$ cat src/rtl/mem_responder_pkg.sv
// Shared types and default sizing for the mem_responder block.
package mem_responder_pkg;

  localparam int ADDR_W_DEF    = 15;
  localparam int DATA_W_DEF    = 32;
  localparam int BLK_WORDS_DEF = 4;
  localparam int BLK_OFF_W     = $clog2(BLK_WORDS_DEF);
  localparam int CNT_W         = 4;

  typedef enum logic [1:0] {
    IDLE,
    WAIT,
    RESP,
    WDONE
  } state_t;

endpackage

$ cat src/rtl/mem_responder_if.sv
// Request/response bundle between the cache control unit (master) and mem_responder (slave).
interface mem_responder_if
  import mem_responder_pkg::*;
#(
  parameter int ADDR_W    = ADDR_W_DEF,
  parameter int DATA_W    = DATA_W_DEF,
  parameter int BLK_WORDS = BLK_WORDS_DEF
);

  logic                        rRead;
  logic                        rWrite;
  logic [ADDR_W-1:0]           addr;
  logic [DATA_W-1:0]           wData;
  logic [DATA_W*BLK_WORDS-1:0] rData;
  logic                        ready;
  logic                        busy;

  modport master (output rRead, rWrite, addr, wData, input rData, ready, busy);
  modport slave  (input rRead, rWrite, addr, wData, output rData, ready, busy);

endinterface

$ cat src/rtl/mem_latency_counter.sv
// Loadable down-counter timing the read wait; zero flags the last wait cycle.
module mem_latency_counter #(
  parameter int W = 4
) (
  input  logic         clk,
  input  logic         rst,
  input  logic         load,
  input  logic         dec,
  input  logic [W-1:0] loadVal,
  output logic         zero
);

  logic [W-1:0] count;

  always_ff @(posedge clk) begin
    if (rst) begin
      count <= '0;
    end else if (load) begin
      count <= loadVal;
    end else if (dec && count != '0) begin
      count <= count - 1'b1;
    end
  end

  assign zero = (count == '0);

endmodule

$ cat src/rtl/mem_responder.sv
// Block-read memory responder with a fixed read latency; single-word writes
// are available only when MEM_RESPONDER_WRITE_EN is defined.
module mem_responder
  import mem_responder_pkg::*;
#(
  parameter int ADDR_W    = ADDR_W_DEF,
  parameter int DATA_W    = DATA_W_DEF,
  parameter int BLK_WORDS = BLK_WORDS_DEF,
  parameter int LATENCY   = 4
) (
  input  logic           clk,
  input  logic           rst,
  mem_responder_if.slave bus
);

  localparam int DEPTH = 2 ** ADDR_W;

  state_t                      state, nextState;
  logic [ADDR_W-1:0]           baseAddr;
  logic [DATA_W*BLK_WORDS-1:0] blkWords;
  logic                        cntLoad, cntDec, cntZero, dataLoad;

  mem_latency_counter #(.W(CNT_W)) waitCnt (
    .clk    (clk),
    .rst    (rst),
    .load   (cntLoad),
    .dec    (cntDec),
    .loadVal(CNT_W'(LATENCY - 1)),
    .zero   (cntZero)
  );

`ifdef MEM_RESPONDER_WRITE_EN
  // Words never written still read back as their own index, so only written ones come from mem.
  logic [DATA_W-1:0] mem [DEPTH];
  logic [DEPTH-1:0]  written = '0;
  logic              acceptWrite;

  assign acceptWrite = !rst && state == IDLE && bus.rWrite && !bus.rRead;

  always_ff @(posedge clk) begin
    if (acceptWrite) begin
      mem[bus.addr]     <= bus.wData;
      written[bus.addr] <= 1'b1;
    end
  end

  always_comb begin
    blkWords = '0;
    for (int k = 0; k < BLK_WORDS; k++) begin
      blkWords[k*DATA_W +: DATA_W] = written[baseAddr + ADDR_W'(k)]
                                   ? mem[baseAddr + ADDR_W'(k)]
                                   : DATA_W'(baseAddr + ADDR_W'(k));
    end
  end
`else
  logic unusedWrite;
  assign unusedWrite = ^{bus.rWrite, bus.wData};

  always_comb begin
    blkWords = '0;
    for (int k = 0; k < BLK_WORDS; k++) begin
      blkWords[k*DATA_W +: DATA_W] = DATA_W'(baseAddr + ADDR_W'(k));
    end
  end
`endif

  always_comb begin
    nextState = state;
    cntLoad   = 1'b0;
    cntDec    = 1'b0;
    dataLoad  = 1'b0;
    case (state)
      IDLE: begin
        if (bus.rRead) begin
          nextState = WAIT;
          cntLoad   = 1'b1;
        end
`ifdef MEM_RESPONDER_WRITE_EN
        else if (bus.rWrite) begin
          nextState = WDONE;
        end
`endif
      end
      WAIT: begin
        if (cntZero) begin
          nextState = RESP;
          dataLoad  = 1'b1;
        end else begin
          cntDec = 1'b1;
        end
      end
      RESP:    nextState = IDLE;
      WDONE:   nextState = IDLE;
      default: nextState = IDLE;
    endcase
  end

  // The block base is latched once at acceptance; later addr changes never reach the read.
  always_ff @(posedge clk) begin
    if (rst) begin
      state     <= IDLE;
      baseAddr  <= '0;
      bus.rData <= '0;
    end else begin
      state <= nextState;
      if (cntLoad) begin
        baseAddr <= bus.addr & ~ADDR_W'(BLK_WORDS - 1);
      end
      if (dataLoad) begin
        bus.rData <= blkWords;
      end
    end
  end

  assign bus.ready = (state == RESP) || (state == WDONE);
  assign bus.busy  = (state != IDLE);

endmodule

$ cat src/flat_wrapper.sv
// flat-port wrapper written by rule: the top's interface ports become plain ports
module mem_responder_flat import mem_responder_pkg::*;
#(
  parameter int ADDR_W    = ADDR_W_DEF,
  parameter int DATA_W    = DATA_W_DEF,
  parameter int BLK_WORDS = BLK_WORDS_DEF,
  parameter int LATENCY   = 4
)
  (clk, rst, bus_rRead, bus_rWrite, bus_addr, bus_wData, bus_rData, bus_ready, bus_busy);
  mem_responder_if #(.ADDR_W(ADDR_W), .DATA_W(DATA_W), .BLK_WORDS(BLK_WORDS)) bus_i ();
  input  logic clk;
  input  logic rst;
  input wire logic [$bits(bus_i.rRead)-1:0] bus_rRead;
  input wire logic [$bits(bus_i.rWrite)-1:0] bus_rWrite;
  input wire logic [$bits(bus_i.addr)-1:0] bus_addr;
  input wire logic [$bits(bus_i.wData)-1:0] bus_wData;
  output wire logic [$bits(bus_i.rData)-1:0] bus_rData;
  output wire logic [$bits(bus_i.ready)-1:0] bus_ready;
  output wire logic [$bits(bus_i.busy)-1:0] bus_busy;
  assign bus_i.rRead = bus_rRead;
  assign bus_i.rWrite = bus_rWrite;
  assign bus_i.addr = bus_addr;
  assign bus_i.wData = bus_wData;
  assign bus_rData = bus_i.rData;
  assign bus_ready = bus_i.ready;
  assign bus_busy = bus_i.busy;
  mem_responder #(.ADDR_W(ADDR_W), .DATA_W(DATA_W), .BLK_WORDS(BLK_WORDS), .LATENCY(LATENCY)) u_core (.clk(clk), .rst(rst), .bus(bus_i));
endmodule
$ cat config.mk
export PLATFORM = sky130hd
export DESIGN_NAME = mem_responder_flat
export DESIGN_NICKNAME = d
export VERILOG_FILES = /design/src/rtl/mem_responder_pkg.sv /design/src/rtl/mem_responder_if.sv /design/src/rtl/mem_latency_counter.sv /design/src/rtl/mem_responder.sv /design/src/flat_wrapper.sv
export SDC_FILE = /design/constraint.sdc
export NUM_CORES = 1
export LEC_CHECK = 0
export ABC_CLOCK_PERIOD_IN_PS = 4450
export BUFFER_PORTS_ARGS = -buffer_cell sky130_fd_sc_hd__buf_2
export CAP_MARGIN = 40
export CORE_AREA = 3 3 86 72
export CTS_CLUSTER_DIAMETER = 150
export DETAILED_ROUTE_END_ITERATION = 12
export DIE_AREA = 0 0 89 75
export PLACE_DENSITY = 0.82
export RECOVER_POWER = 100
export SETUP_SLACK_MARGIN = 0.5
export SLEW_MARGIN = 20
export SYNTH_ARGS = -nofsm -noshare
export SYNTH_HDL_FRONTEND = slang
export SYNTH_SLANG_ARGS = --single-unit
$ cat constraint.sdc
create_clock -name clk -period 4.45 [get_ports clk]
set_input_delay 0.89 -clock clk [delete_from_list [all_inputs] [get_ports clk]]
set_output_delay 0.89 -clock clk [all_outputs]
set_load 0.01 [all_outputs]
==> results by group <==
Logic synthesis
  • Syn avg cell area: 8.45 um^2
  • Mapped Cells: approximately 250
  • Seq/Total Area, Yosys: 30.8%
  • Cell area after synthesis: approximately 2100 um^2
  • EDFF count, synth: 0
  • #FFs+latches synth: 33
  • Ys flop type: dfxtp_1
  • Most common cell in the synthesized netlist: buf_4
  • Count of different cell masters after synthesis: 26
  • Top post-synthesis cells by area: buf_4 40%, dfxtp_1 31%, mux2i_1 6.5%, a21oi_1 4.0%, o21ai_0 3.5%
  • Post-synth top area share: 40.2%
  • Yosys warns: 0
  • Most frequent cells after synthesis: 115 x buf_4, 33 x dfxtp_1, 17 x a21oi_1
  • Area leader, netlist: buf_4
  • Asr flop ratio synth: 0%

Critical path
  • Reg2reg path depth: 6
  • RR Startpoint: u_core.waitCnt.count[1]
  • R2r setup slk: between 2000 and 3000 ps
  • CP required: approximately 4600 ps
  • Worst path max stage delay: between 800 and 900 ps
  • Crit-path max FO: 16
  • Crit-path cells: buf_2, nor3b_1, clkbuf_1, mux2i_1, nor2_1
  • Worst setup SP type: input pin
  • Critical R2R Capture: u_core.bus.rData[108]
  • Worst endpoint data arrival time: between 2000 and 2500 ps
  • Setup CP Type: in -> reg
  • Worst path slowest cell: clkbuf_1
  • Crit. End Element: flip-flop

Clock tree
  • Post_cts resized: 0
  • Worst-Skew Late Latency: between 200 and 300 ps
  • CTS Hold Bufs: 0
  • Setup bufs post-CTS: 0
  • CTS max path bufs: 2
  • CTS root buf: clkbuf_8
  • Clk slew on worst S/H paths: about 70 ps
  • Num CTS Buffers: 5
  • # clock sinks: 33
  • CTS tree: built
  • Max H-tree Level: 2

Timing
  • Tcrit/Tclk final: roughly half
  • Max-slew violations: 0
  • Relative slew slack: 25.7%
  • RSZ-0062 raised after global routing: false
  • Hold WS: 464 ps
  • Worst slew pin tran: 1110 ps
  • Fin Setup TNS: 0 ps
  • Fmax: 451 MHz
  • Final setup violation count: 0
  • Worst Skew: around 2.8 ps
  • Final Hold Viols: 0
  • Crit path time final: roughly 2200 ps
  • Setup ws final: 2230 ps

Global routing
  • Antenna violations before repair: 2
  • Grt total ovfl: 0
  • Global-route wire length before repair: approximately 5.4 mm
  • Global Route Usage Sum: a little over a tenth
  • Largest net degree at the start of global routing: 33
  • Vias in the first global route: roughly 1,100

Finish
  • Antenna fix cells: 0
  • Final instance count without filler cells: between 300 and 400
  • Nets@finish: ~330
  • Final instance area: approximately 2000 um^2
  • Fillers: between 500 and 600
  • Area Overhead vs Synth: -6.06%
  • Layout cells sized above 1: about 9.2%

Routing
  • M1 WL: between 1.5 and 2 mm
  • Met3 wire length: ~470 um
  • Top Layer Used: met5
  • Routed via count: about 1,400
  • Drt wl/cell: 11.8 um
  • Met2 wire len: approximately 2.0 mm
  • Iter 0 DRT Violations: a little under 90
  • DRC Markers: 0
  • Routed Antenna Nets: 0
  • Via-to-Cell Ratio: around 4.1
  • Initial DRT Pass Iterations: 4
  • Final WL: between 4 and 5 mm

Power
  • Leakage: 0.889 nW
  • PD cells: 396 nW/um^2
  • VDD IR max: between 0.1 and 0.15 mV

Run status
  • Status: completed

Job
  • Max_cap viols: 0

Placed design
  • Placed insts: 340
  • DP Area: 1970 um^2
  • Port Buf Inserts: 73
  • Final Wtd Congestion: 0.758
  • Post-Place Worst Slack: ~2600 ps
  • Final HPWL DP: between 3 and 4 mm

Worst hold path
  • Worst Hold Depth: 2
  • HP Start: u_core.baseAddr[11]
  • Hold Path Class: reg -> reg
  • Min-Delay Endpoint: u_core.bus.rData[107]

Floorplanning
  • Die ar.: 6680 um^2
  • Initial Util: 39.9%
  • Site row count: 24
  • Chip width: between 80 and 90 um
  • Ports: 181
  • DIE HEIGHT: roughly 75 um
  • Core ar.: 5380 um^2
-- logic make-up (layout without fill, tap and decap cells) --
family / count (synthesis) / count (layout) / synth area share (%)
mux: 14 / 14 / 6.53
flops: 33 / 33 / 30.8
other cells: 1 / 72 / 0.175
compound gates: 36 / 36 / 8.97
fa+ha+maj: 1 / 1 / 0.583
buf+inv: 129 / 87 / 43.3
simple gates: 40 / 40 / 9.67
-- layout by cell type, fill, tap and decap left out --
master | Yosys | final
o21ai_0 | 15 | 15
ha_1 | 1 | 1
o21bai_1 | 1 | 1
nand3_1 | 13 | 13
a311oi_1 | 1 | 1
or3_1 | 1 | 1
clkbuf_1 | 5 | 60
buf_6 | 1 | 1
nor3b_1 | 1 | 2
or4_1 | 2 | 2
mux2i_1 | 14 | 14
clkbuf_8 | 0 | 5
or2_2 | 2 | 2
or3b_1 | 1 | 1
nor3_1 | 1 | 1
clkinv_2 | 0 | 1
nand2b_1 | 2 | 2
buf_2 | 5 | 15
bufinv_16 | 0 | 2
a21oi_1 | 17 | 17
inv_1 | 3 | 3
conb_1 | 1 | 72
dfxtp_1 | 33 | 33
a211oi_1 | 1 | 1
a221oi_1 | 1 | 1
nor2b_1 | 1 | 1
nor2_1 | 15 | 15
-- state kept, by name, summed over array words and instances, names as in the netlist --
register              cells
u_core.state              2
u_core.waitCnt.count      4
u_core.baseAddr          13
u_core.bus.rData         14
-- per-stage QoR --
step / power [mW] / util, %
after global routing: 0.840 / 37.5
after global placement: 0.471 / 36.4
after floorplan: 0.503 / -
after detailed placement: 0.481 / 36.7
after CTS: 0.813 / 39.2
final: 0.798 / 37.5
-- routing by layer --
metal	vias up	global-route usage, %
met3	8	4.38
met1	647	12.3
met4	4	6.45
li1	704	-
met2	75	17.4
met5	-	0
-- how the worst max path moves through the flow --
stage | end | start | slack, ps
floorplan | u_core.baseAddr[9] | bus_rRead | 2660
global placement | u_core.waitCnt.count[0] | u_core.state[0] | 2590
detailed placement | u_core.baseAddr[2] | bus_rRead | 2580
CTS | bus_busy | u_core.state[1] | 2480
global route | u_core.baseAddr[2] | bus_rRead | 2080
finish | u_core.baseAddr[2] | bus_rRead | 2230
-- power by group --
group	total (mW)	internal, mW	switching (mW)
Sequential	0.327	0.313	0.0138
Combinational	0.143	0.0423	0.101
Clock	0.328	0.222	0.106
Total	0.798	0.577	0.220
-- worst max-delay path, delay by kind of cell --
kind / cells / cell delay [ps]
muxes: 1 / 280
and+or+nand+nor: 2 / 250
buffers and inverters: 2 / 940
-- final cells by class --
class                      count  area, um^2  area share, %
clock inverter                 3        65.1           3.23
inverter                       3        11.3          0.558
sequential                    33         661           32.8
tap                           65        81.3           4.03
multi-input combinational    163         818           40.6
clock buffer                   5        68.8           3.41
timing repair buffer          76         312           15.4
Note: power is estimated with default switching activity, not from simulation.
